## config.mk

```make
export PLATFORM = sky130hd
export DESIGN_NAME = oled_spi_rx
export DESIGN_NICKNAME = d
export VERILOG_FILES = /design/src/rtl/oled_spi_rx.sv
export SDC_FILE = /design/constraint.sdc
export NUM_CORES = 1
export LEC_CHECK = 0
export ABC_AREA = 0
export BUFFER_PORTS_ARGS = -buffer_cell sky130_fd_sc_hd__buf_4
export CORE_MARGIN = 3
export CORE_UTILIZATION = 39
export DETAILED_ROUTE_END_ITERATION = 10
export HOLD_SLACK_MARGIN = 0.1
export SYNTH_ARGS = -nofsm -noshare
export SYNTH_HDL_FRONTEND = slang
export SYNTH_SLANG_ARGS = --single-unit
```

## constraint.sdc

```tcl
create_clock -name CLK100MHZ -period 4.7 [get_ports CLK100MHZ]
set_input_delay 1.175 -clock CLK100MHZ [delete_from_list [all_inputs] [get_ports CLK100MHZ]]
set_output_delay 1.175 -clock CLK100MHZ [all_outputs]
set_load 0.05 [all_outputs]
```

## src/rtl/oled_spi_rx.sv

```systemverilog
// Receive-side deserialiser and SSD1306 command decoder for the PmodOLED link.
// Turns the controller's pin traffic into bytes and addressed frame-buffer writes.
module oled_spi_rx #(
    parameter int NUM_COLS  = 128,
    parameter int NUM_PAGES = 4,
    parameter int ADDR_W    = 9
) (
    input  logic              CLK100MHZ,
    input  logic              RST,
    input  logic              CS,
    input  logic              SCLK,
    input  logic              SDIN,
    input  logic              DC,
    output logic              byte_valid,
    output logic [7:0]        byte_data,
    output logic              byte_dc,
    output logic              wr_en,
    output logic [ADDR_W-1:0] wr_addr,
    output logic [7:0]        wr_data,
    output logic              disp_on,
    output logic              cmd_err
);

    localparam int COL_W  = $clog2(NUM_COLS);
    localparam int PAGE_W = (NUM_PAGES > 1) ? $clog2(NUM_PAGES) : 1;
    localparam int PIN_CS   = 3;
    localparam int PIN_SCLK = 2;
    localparam int PIN_SDIN = 1;
    localparam int PIN_DC   = 0;
    localparam logic [3:0] PIN_IDLE = 4'b1100;
    localparam logic [7:0] COL_MAX8  = 8'(NUM_COLS - 1);
    localparam logic [2:0] PAGE_MAX3 = 3'(NUM_PAGES - 1);

    typedef enum logic [2:0] {
        ST_CMD, ST_COL_S, ST_COL_E, ST_PG_S, ST_PG_E, ST_SKIP1, ST_SKIP2
    } state_t;

    logic [3:0] pins_in;
    logic [3:0] pins_sync;
    logic [3:0] pins_hist;

    assign pins_in = {CS, SCLK, SDIN, DC};

    // Sync chains reset to the bus idle levels so a reset with CS low cannot fake an SCLK edge.
    genvar gi;
    generate
        for (gi = 0; gi < 4; gi++) begin : g_sync
            logic meta_reg;
            logic sync_reg;
            logic hist_reg;
            always_ff @(posedge CLK100MHZ) begin
                if (RST) begin
                    meta_reg <= PIN_IDLE[gi];
                    sync_reg <= PIN_IDLE[gi];
                    hist_reg <= PIN_IDLE[gi];
                end else begin
                    meta_reg <= pins_in[gi];
                    sync_reg <= meta_reg;
                    hist_reg <= sync_reg;
                end
            end
            assign pins_sync[gi] = sync_reg;
            assign pins_hist[gi] = hist_reg;
        end
    endgenerate

    logic sclk_rise;
    logic cs_rise;
    logic sdin_bit;
    logic dc_bit;

    assign sclk_rise = pins_sync[PIN_SCLK] & ~pins_hist[PIN_SCLK] & ~pins_sync[PIN_CS];
    assign cs_rise   = pins_sync[PIN_CS] & ~pins_hist[PIN_CS];
    // SDIN/DC taken from the history stage: the level held just before the SCLK rise.
    assign sdin_bit  = pins_hist[PIN_SDIN];
    assign dc_bit    = pins_hist[PIN_DC];

    logic [2:0] bit_cnt_reg;
    logic [6:0] shreg_reg;

    always_ff @(posedge CLK100MHZ) begin
        if (RST) begin
            bit_cnt_reg <= '0;
            shreg_reg   <= '0;
            byte_valid  <= 1'b0;
            byte_data   <= '0;
            byte_dc     <= 1'b0;
            cmd_err     <= 1'b0;
        end else begin
            byte_valid <= 1'b0;
            if (cs_rise) begin
                bit_cnt_reg <= '0;
                if (bit_cnt_reg != 3'd0) begin
                    cmd_err <= 1'b1;
                end
            end else if (sclk_rise) begin
                shreg_reg <= {shreg_reg[5:0], sdin_bit};
                if (bit_cnt_reg == 3'd7) begin
                    byte_data   <= {shreg_reg, sdin_bit};
                    byte_dc     <= dc_bit;
                    byte_valid  <= 1'b1;
                    bit_cnt_reg <= '0;
                end else begin
                    bit_cnt_reg <= bit_cnt_reg + 3'd1;
                end
            end
        end
    end

    state_t              state_reg, state_next;
    logic [COL_W-1:0]    col_reg, col_next;
    logic [COL_W-1:0]    col_start_reg, col_start_next;
    logic [COL_W-1:0]    col_end_reg, col_end_next;
    logic [PAGE_W-1:0]   page_reg, page_next;
    logic [PAGE_W-1:0]   page_start_reg, page_start_next;
    logic [PAGE_W-1:0]   page_end_reg, page_end_next;
    logic                wr_en_next;
    logic [ADDR_W-1:0]   wr_addr_next;
    logic [7:0]          wr_data_next;
    logic                disp_next;
    logic [7:0]          col_arg;
    logic [2:0]          pg_arg;

    always_ff @(posedge CLK100MHZ) begin
        if (RST) begin
            state_reg <= ST_CMD;
        end else begin
            state_reg <= state_next;
        end
    end

    always_comb begin
        state_next = state_reg;
        if (byte_valid && !byte_dc) begin
            case (state_reg)
                ST_CMD: begin
                    case (byte_data)
                        8'h21: state_next = ST_COL_S;
                        8'h22: state_next = ST_PG_S;
                        8'h20, 8'h81, 8'h8D, 8'hA8, 8'hD3,
                        8'hD5, 8'hD9, 8'hDA, 8'hDB: state_next = ST_SKIP1;
                        8'h26, 8'h27, 8'h29, 8'h2A, 8'hA3: state_next = ST_SKIP2;
                        default: state_next = ST_CMD;
                    endcase
                end
                ST_COL_S: state_next = ST_COL_E;
                ST_COL_E: state_next = ST_CMD;
                ST_PG_S:  state_next = ST_PG_E;
                ST_PG_E:  state_next = ST_CMD;
                ST_SKIP1: state_next = ST_CMD;
                ST_SKIP2: state_next = ST_SKIP1;
                default:  state_next = ST_CMD;
            endcase
        end
    end

    always_comb begin
        col_next        = col_reg;
        col_start_next  = col_start_reg;
        col_end_next    = col_end_reg;
        page_next       = page_reg;
        page_start_next = page_start_reg;
        page_end_next   = page_end_reg;
        wr_en_next      = 1'b0;
        wr_addr_next    = wr_addr;
        wr_data_next    = wr_data;
        disp_next       = disp_on;
        col_arg = (byte_data > COL_MAX8) ? COL_MAX8 : byte_data;
        pg_arg  = (byte_data[2:0] > PAGE_MAX3) ? PAGE_MAX3 : byte_data[2:0];
        if (byte_valid) begin
            if (byte_dc) begin
                wr_en_next   = 1'b1;
                wr_addr_next = ADDR_W'(page_reg) * ADDR_W'(NUM_COLS) + ADDR_W'(col_reg);
                wr_data_next = byte_data;
                // Horizontal addressing: column wraps to window start and steps the page.
                if (col_reg == col_end_reg) begin
                    col_next  = col_start_reg;
                    page_next = (page_reg == page_end_reg) ? page_start_reg
                                                           : page_reg + PAGE_W'(1);
                end else begin
                    col_next = col_reg + COL_W'(1);
                end
            end else begin
                case (state_reg)
                    ST_CMD: begin
                        if (byte_data[7:4] == 4'h0) begin
                            col_next = COL_W'({col_reg[COL_W-1:4], byte_data[3:0]});
                        end else if (byte_data[7:3] == 5'b00010) begin
                            col_next = COL_W'({byte_data[2:0], col_reg[3:0]});
                        end else if (byte_data[7:3] == 5'b10110) begin
                            if (byte_data[2:0] <= PAGE_MAX3) begin
                                page_next = PAGE_W'(byte_data[2:0]);
                            end
                        end else if (byte_data == 8'hAE) begin
                            disp_next = 1'b0;
                        end else if (byte_data == 8'hAF) begin
                            disp_next = 1'b1;
                        end
                    end
                    ST_COL_S: begin
                        col_start_next = COL_W'(col_arg);
                        col_next       = COL_W'(col_arg);
                    end
                    ST_COL_E: col_end_next = COL_W'(col_arg);
                    ST_PG_S: begin
                        page_start_next = PAGE_W'(pg_arg);
                        page_next       = PAGE_W'(pg_arg);
                    end
                    ST_PG_E: page_end_next = PAGE_W'(pg_arg);
                    default: ;
                endcase
            end
        end
    end

    always_ff @(posedge CLK100MHZ) begin
        if (RST) begin
            col_reg        <= '0;
            col_start_reg  <= '0;
            col_end_reg    <= COL_W'(NUM_COLS - 1);
            page_reg       <= '0;
            page_start_reg <= '0;
            page_end_reg   <= PAGE_W'(NUM_PAGES - 1);
            wr_en          <= 1'b0;
            wr_addr        <= '0;
            wr_data        <= '0;
            disp_on        <= 1'b0;
        end else begin
            col_reg        <= col_next;
            col_start_reg  <= col_start_next;
            col_end_reg    <= col_end_next;
            page_reg       <= page_next;
            page_start_reg <= page_start_next;
            page_end_reg   <= page_end_next;
            wr_en          <= wr_en_next;
            wr_addr        <= wr_addr_next;
            wr_data        <= wr_data_next;
            disp_on        <= disp_next;
        end
    end

endmodule

```

==> results of run 1 <==
## per-stage QoR
step / util (%) / cells
CTS: 45.75 / 606
global placement: 43.70 / 592
floorplan: - / 458
finish: 45.75 / 606
global route: 45.75 / 606
detailed placement: 43.70 / 592
## power by group
group / switching (mW) / leakage [nW] / total (mW) / internal (mW)
Clock: 0.233 / 0.101 / 0.500 / 0.267
Sequential: 0.00125 / 0.663 / 0.699 / 0.698
Combinational: 0.0129 / 0.866 / 0.0193 / 0.00644
## worst paths after layout
check,to,slack [ps]
min,g_sync[2].sync_reg,410
min reg2reg,g_sync[2].sync_reg,410
max,byte_dc,2090
max reg2reg,page_reg[1],2190
## kinds of logic after synthesis
family / count (synthesis)
multiplexers: 16
flip-flops: 82
buffers and inverters: 42
AO/OA/AOI/OAI: 98
XOR/XNOR: 17
AND/OR/NAND/NOR: 199
adder cells (fa/ha/maj): 4
## cells in the final DEF, fill, tap and decap left out, types with 3 or more instances in the layout
cell type	count
nand3_1	7
a211oi_1	11
nand2_1	78
mux2i_1	14
xnor2_1	5
nor3_1	6
a31oi_1	3
inv_1	12
or2_2	9
and2_1	4
ha_1	4
and3_1	5
o211ai_1	8
a211o_1	5
xor2_1	12
a21oi_1	41
nor2b_1	9
dfxtp_1	82
buf_4	35
a311oi_1	3
nand2b_1	6
nor3b_1	4
clkbuf_8	11
o31ai_1	4
nor2_1	52
o21ai_0	9
## per-layer routing
metal	track usage [%]	up-vias
met4	5.603	0
li1	-	1600
met2	25.72	87
met5	0	-
met1	21.62	1459
met3	4.469	12
## cell usage after synthesis (5+ instances only)
| master | number |
|---|---|
| xnor2_1 | 5 |
| xor2_1 | 12 |
| a211o_1 | 5 |
| and3_1 | 5 |
| o21ai_0 | 9 |
| mux2i_1 | 14 |
| dfxtp_1 | 82 |
| nor3b_1 | 5 |
| a21oi_1 | 41 |
| nor3_1 | 6 |
| o211ai_1 | 8 |
| nand2b_1 | 6 |
| inv_1 | 12 |
| nor2b_1 | 9 |
| a211oi_1 | 11 |
| nand2_1 | 78 |
| nor2_1 | 52 |
| or2_2 | 9 |
| clkbuf_1 | 26 |
| nand3_1 | 7 |
## cell type report
cell class                 instances  share of cell area (%)
inverter                          12                   1.055
clock inverter                     3                  0.9381
sequential                        82                   38.46
timing repair buffer              35                   6.157
multi-input combinational        334                   46.06
tap                              129                   3.782
clock buffer                      11                   3.547
==> flow_summary.json, run 1 <==
{
  "cp_num_cells": 1,
  "worst_ep_arrival_time_ps": 1440,
  "die_h_um": 104.2,
  "first_global_vias": 2987,
  "antenna_found_initial": 0,
  "synth_cells": 458,
  "via_per_inst": 5.211,
  "min_period_ps": 2612,
  "cts_resized": 0,
  "power_mw": 1.218,
  "crit_path_cell_trace": "buf_4",
  "drtIter0Drc": 211,
  "synthesis.nets": 468,
  "drive_gt1_share_pct": 14.26,
  "cts_buffers": 9,
  "io_pins": 36,
  "wl_met1_mm": 4.106,
  "start_kind": "register",
  "cp-startpoint": "byte_dc",
  "cp_top_family": "flip-flops",
  "die_w_um": 104.2,
  "cp-end-kind": "output port",
  "dr_wl_met3_um": 488,
  "critPathBufInv": 1,
  "synthArstFlopShare_pct": 0,
  "antenna_left": 0,
  "wl_met2_mm": 3.883,
  "fin_tns_setup_ps": 0,
  "nNetsFinal": 484,
  "synthDistinctLibCells": 56,
  "setup_ws_ps": 2088,
  "crit_fanout": 22,
  "max_stage_delay_ps": 770,
  "p_leak_nw": 1.630,
  "root_buffer": "clkbuf_8",
  "slew_violations": 0,
  "synth_mux_area_share_pct": 4.423,
  "post-route-period-util_pct": 55.58,
  "hpwl_mm": 5.793,
  "ff2ff_path_depth": 5,
  "pre_cts_ws_ps": 2053,
  "synthFlopType": "dfxtp_1",
  "wire_per_inst_um": 14.22,
  "synthToLayoutAreaGrowth_pct": 13.44,
  "gp_congestion": 0.8332,
  "yosys.area.top_type": "dfxtp_1",
  "pwr_density_cell_nw_per_um2": 285.4,
  "rsz0062_at_grt": "false",
  "drt_first_pass_iters": 5,
  "netlist_area_um2": 3762,
  "hold_buffers": 0,
  "skew_ps": 7.629,
  "setup.worst_path.class": "reg2out",
  "hold_viol_final": 0,
  "grt_usage_pct": 16.34,
  "antennaDiodeCount": 0,
  "largest_reg_flops": 9,
  "clkTransAtPathRegs_ps": 80,
  "cts_buffer_depth": 2,
  "worstMarginPinSlew_ps": 1113,
  "ys_seq_elements": 82,
  "synth_compound_area_share_pct": 16.79,
  "ys_seq_area_share_pct": 43.63,
  "hp-class": "reg2reg",
  "r2r-start": "byte_dc",
  "outcome": "completed",
  "slew_headroom_pct": 25.45,
  "cts_tree": "built",
  "whs_ps": 410.7,
  "routed.top_layer": "met4",
  "rows": 35,
  "hp-start": "g_sync[2].meta_reg",
  "grt.overflow.total": 0,
  "io_buffers": 35,
  "die-area_um2": 10860,
  "regArea_um2": 1642,
  "synth_top_family_by_area": "simple AND/OR/NAND/NOR gates",
  "start_util_pct": 40.34,
  "drc": 0,
  "reg_top3": "wr_addr: 9 flops, byte_data: 8 flops, wr_data: 8 flops",
  "cts_setup_buffers": 0,
  "synth_fa_ha_area_share_pct": 1.330,
  "synth_top_area_share_pct": 43.63,
  "synth-simple-area-share_pct": 25.61,
  "grt_pass1_wl_mm": 14.72,
  "synth_xor_area_share_pct": 3.957,
  "synth.area.top_cells": "dfxtp_1, nand2_1, a21oi_1, nor2_1, mux2i_1",
  "crit_required_ps": 3520,
  "synth_area_per_cell_um2": 8.215,
  "htreeDepth": 3,
  "holdPathStages": 1,
  "clock_latency_ps": 340,
  "placed_cell_area_um2": 4076,
  "critical-path-slowest-cell": "dfxtp_1",
  "max-vdd-ir-drop_mv": 0.2345,
  "max_freq_mhz": 382.8,
  "grt_max_degree": 71,
  "multiInputGateArea_um2": 1966,
  "clock_sinks": 82,
  "fillers": 936,
  "core_area_um2": 9328,
  "regMostFlops": "wr_addr",
  "cap_violations": 0,
  "final_cell_area_um2": 4268,
  "yosys_warnings": 0,
  "synth-edff-count": 0,
  "drt_wl_total_mm": 8.619,
  "vias": 3158,
  "setup_viol": 0
}
No activity file was read; power rests on OpenSTA's default activity.
==> run 2: changes to the inputs <==
Clock period 4.7 ns to 2.5 ns, I/O delays scaled along.
==> run 2 against run 1 <==
Effect of this change:
- worst hold slack better by 3.9 ps
- routed wire length is 4.1% higher
- via count is 0.92% higher
- critical path type is now reg2reg
- largest power group unchanged
==> flow_summary.json, run 2 (same netlist as run 1, synthesis figures left out) <==
{
  "fin_tns_setup_ps": 0,
  "setup_viol": 0,
  "final_common_cell": "dfxtp_1",
  "vias": 3187,
  "wire_per_inst_um": 14.48,
  "die-area_um2": 10860,
  "io_pins": 36,
  "post-route-period-util_pct": 80.33,
  "drt_wl_total_mm": 8.975,
  "regArea_um2": 1642,
  "min_period_ps": 2008,
  "cts_buffer_depth": 2,
  "cp-startpoint": "state_reg[0]",
  "cp-end-kind": "register",
  "cts_buffers": 9,
  "slew_violations": 0,
  "fillers": 929,
  "cts_resized": 0,
  "skew_ps": 6.002,
  "grt_pass1_wl_mm": 15.04,
  "r2r_slack_ps": 490,
  "cts_setup_buffers": 0,
  "max-vdd-ir-drop_mv": 0.3715,
  "gp_congestion": 0.8350,
  "worst_ep_arrival_time_ps": 2260,
  "clock_latency_ps": 350,
  "drt_first_pass_iters": 4,
  "crit_fanout": 13,
  "whs_ps": 414.6,
  "die_w_um": 104.2,
  "setup.worst_path.class": "reg2reg",
  "r2r-start": "state_reg[0]",
  "worstMarginPinSlew_ps": 665.7,
  "clkTransAtPathRegs_ps": 90,
  "ff2ff_path_depth": 4,
  "drtIter0Drc": 205,
  "antenna_left": 0,
  "io_buffers": 35,
  "grt_max_degree": 48,
  "multiInputGateArea_um2": 1966,
  "antenna_found_initial": 0,
  "htreeDepth": 3,
  "regMostFlops": "wr_addr",
  "pwr_density_cell_nw_per_um2": 573.3,
  "drc": 0,
  "rsz0062_at_grt": "false",
  "drive_gt1_share_pct": 16.70,
  "hold_buffers": 0,
  "outcome": "completed",
  "core_area_um2": 9328,
  "root_buffer": "clkbuf_8",
  "hp-class": "reg2reg",
  "rr_endpoint": "col_reg[6]",
  "grt.overflow.total": 0,
  "slew_headroom_pct": 55.62,
  "via_per_inst": 5.140,
  "antennaDiodeCount": 0,
  "crit_required_ps": 2750,
  "clock_sinks": 82,
  "grt_usage_pct": 16.86,
  "start_kind": "register",
  "die_h_um": 104.2,
  "endpoint": "col_reg[6]",
  "hold_viol_final": 0,
  "rows": 35,
  "cts_tree": "built",
  "first_global_vias": 3086,
  "nNetsFinal": 496,
  "largest_reg_flops": 9,
  "max_freq_mhz": 498.0,
  "start_util_pct": 40.34,
  "final_cell_mix": "dfxtp_1, nand2_1, nor2_1, buf_4, a21oi_1",
  "synthToLayoutAreaGrowth_pct": 17.66,
  "cap_violations": 0,
  "hpwl_mm": 6.257,
  "p_leak_nw": 1.716,
  "reg_top3": "wr_addr: 9 flops, byte_data: 8 flops, wr_data: 8 flops"
}
-- run 2: worst min path at each step --
stage / startpoint / to / cells past startpoint
floorplan: g_sync[2].meta_reg / g_sync[2].sync_reg / 1
global placement: g_sync[3].meta_reg / g_sync[3].sync_reg / 1
detailed placement: g_sync[2].meta_reg / g_sync[2].sync_reg / 1
CTS: g_sync[2].meta_reg / g_sync[2].sync_reg / 1
global route: g_sync[3].meta_reg / g_sync[3].sync_reg / 1
finish: g_sync[2].meta_reg / g_sync[2].sync_reg / 1
-- run 2: final cells by class --
class / count / share of cell area, %
Timing Repair Buffer: 47 / 8.253
Clock buffer: 9 / 2.798
Inverter: 12 / 1.018
Tap cell: 129 / 3.646
Multi-Input combinational cell: 334 / 44.40
Sequential cell: 82 / 37.08
Clock inverter: 7 / 2.798
-- run 2: per-layer routing --
metal / global-route usage, % / up-vias / routed length, um
met1: 22.42 / 1477 / 4343
met2: 26.93 / 64 / 4037
met4: 5.318 / 0 / 124
met5: 0 / - / 0
met3: 4.221 / 14 / 470
li1: - / 1632 / -
-- run 2: stage by stage --
step | power [mW] | instances | util (%) | setup slack [ps] | instance area (um^2)
after floorplan | 1.372 | 458 | - | 531.3 | 3762
after global placement | 1.388 | 604 | 44.80 | 570.1 | 4179
after detailed placement | 1.389 | 604 | 44.80 | 517.0 | 4179
after CTS | 2.567 | 620 | 47.46 | 507.7 | 4427
after global routing | 2.631 | 620 | 47.46 | 310.1 | 4427
final | 2.538 | 620 | 47.46 | 491.8 | 4427
-- run 2: worst max-delay path: stages (launching register included) --
cell     delay, ps
dfxtp_1        550
or3b_2         550
a31oi_1        430
nor3b_1         90
a211o_1        270
-- run 2: power breakdown --
part | internal [mW] | total (mW) | leakage (nW) | switching (mW)
combinational | 0.0164 | 0.0423 | 0.932 | 0.0259
sequential | 1.31 | 1.31 | 0.663 | 0.00245
clock | 0.674 | 1.18 | 0.121 | 0.507
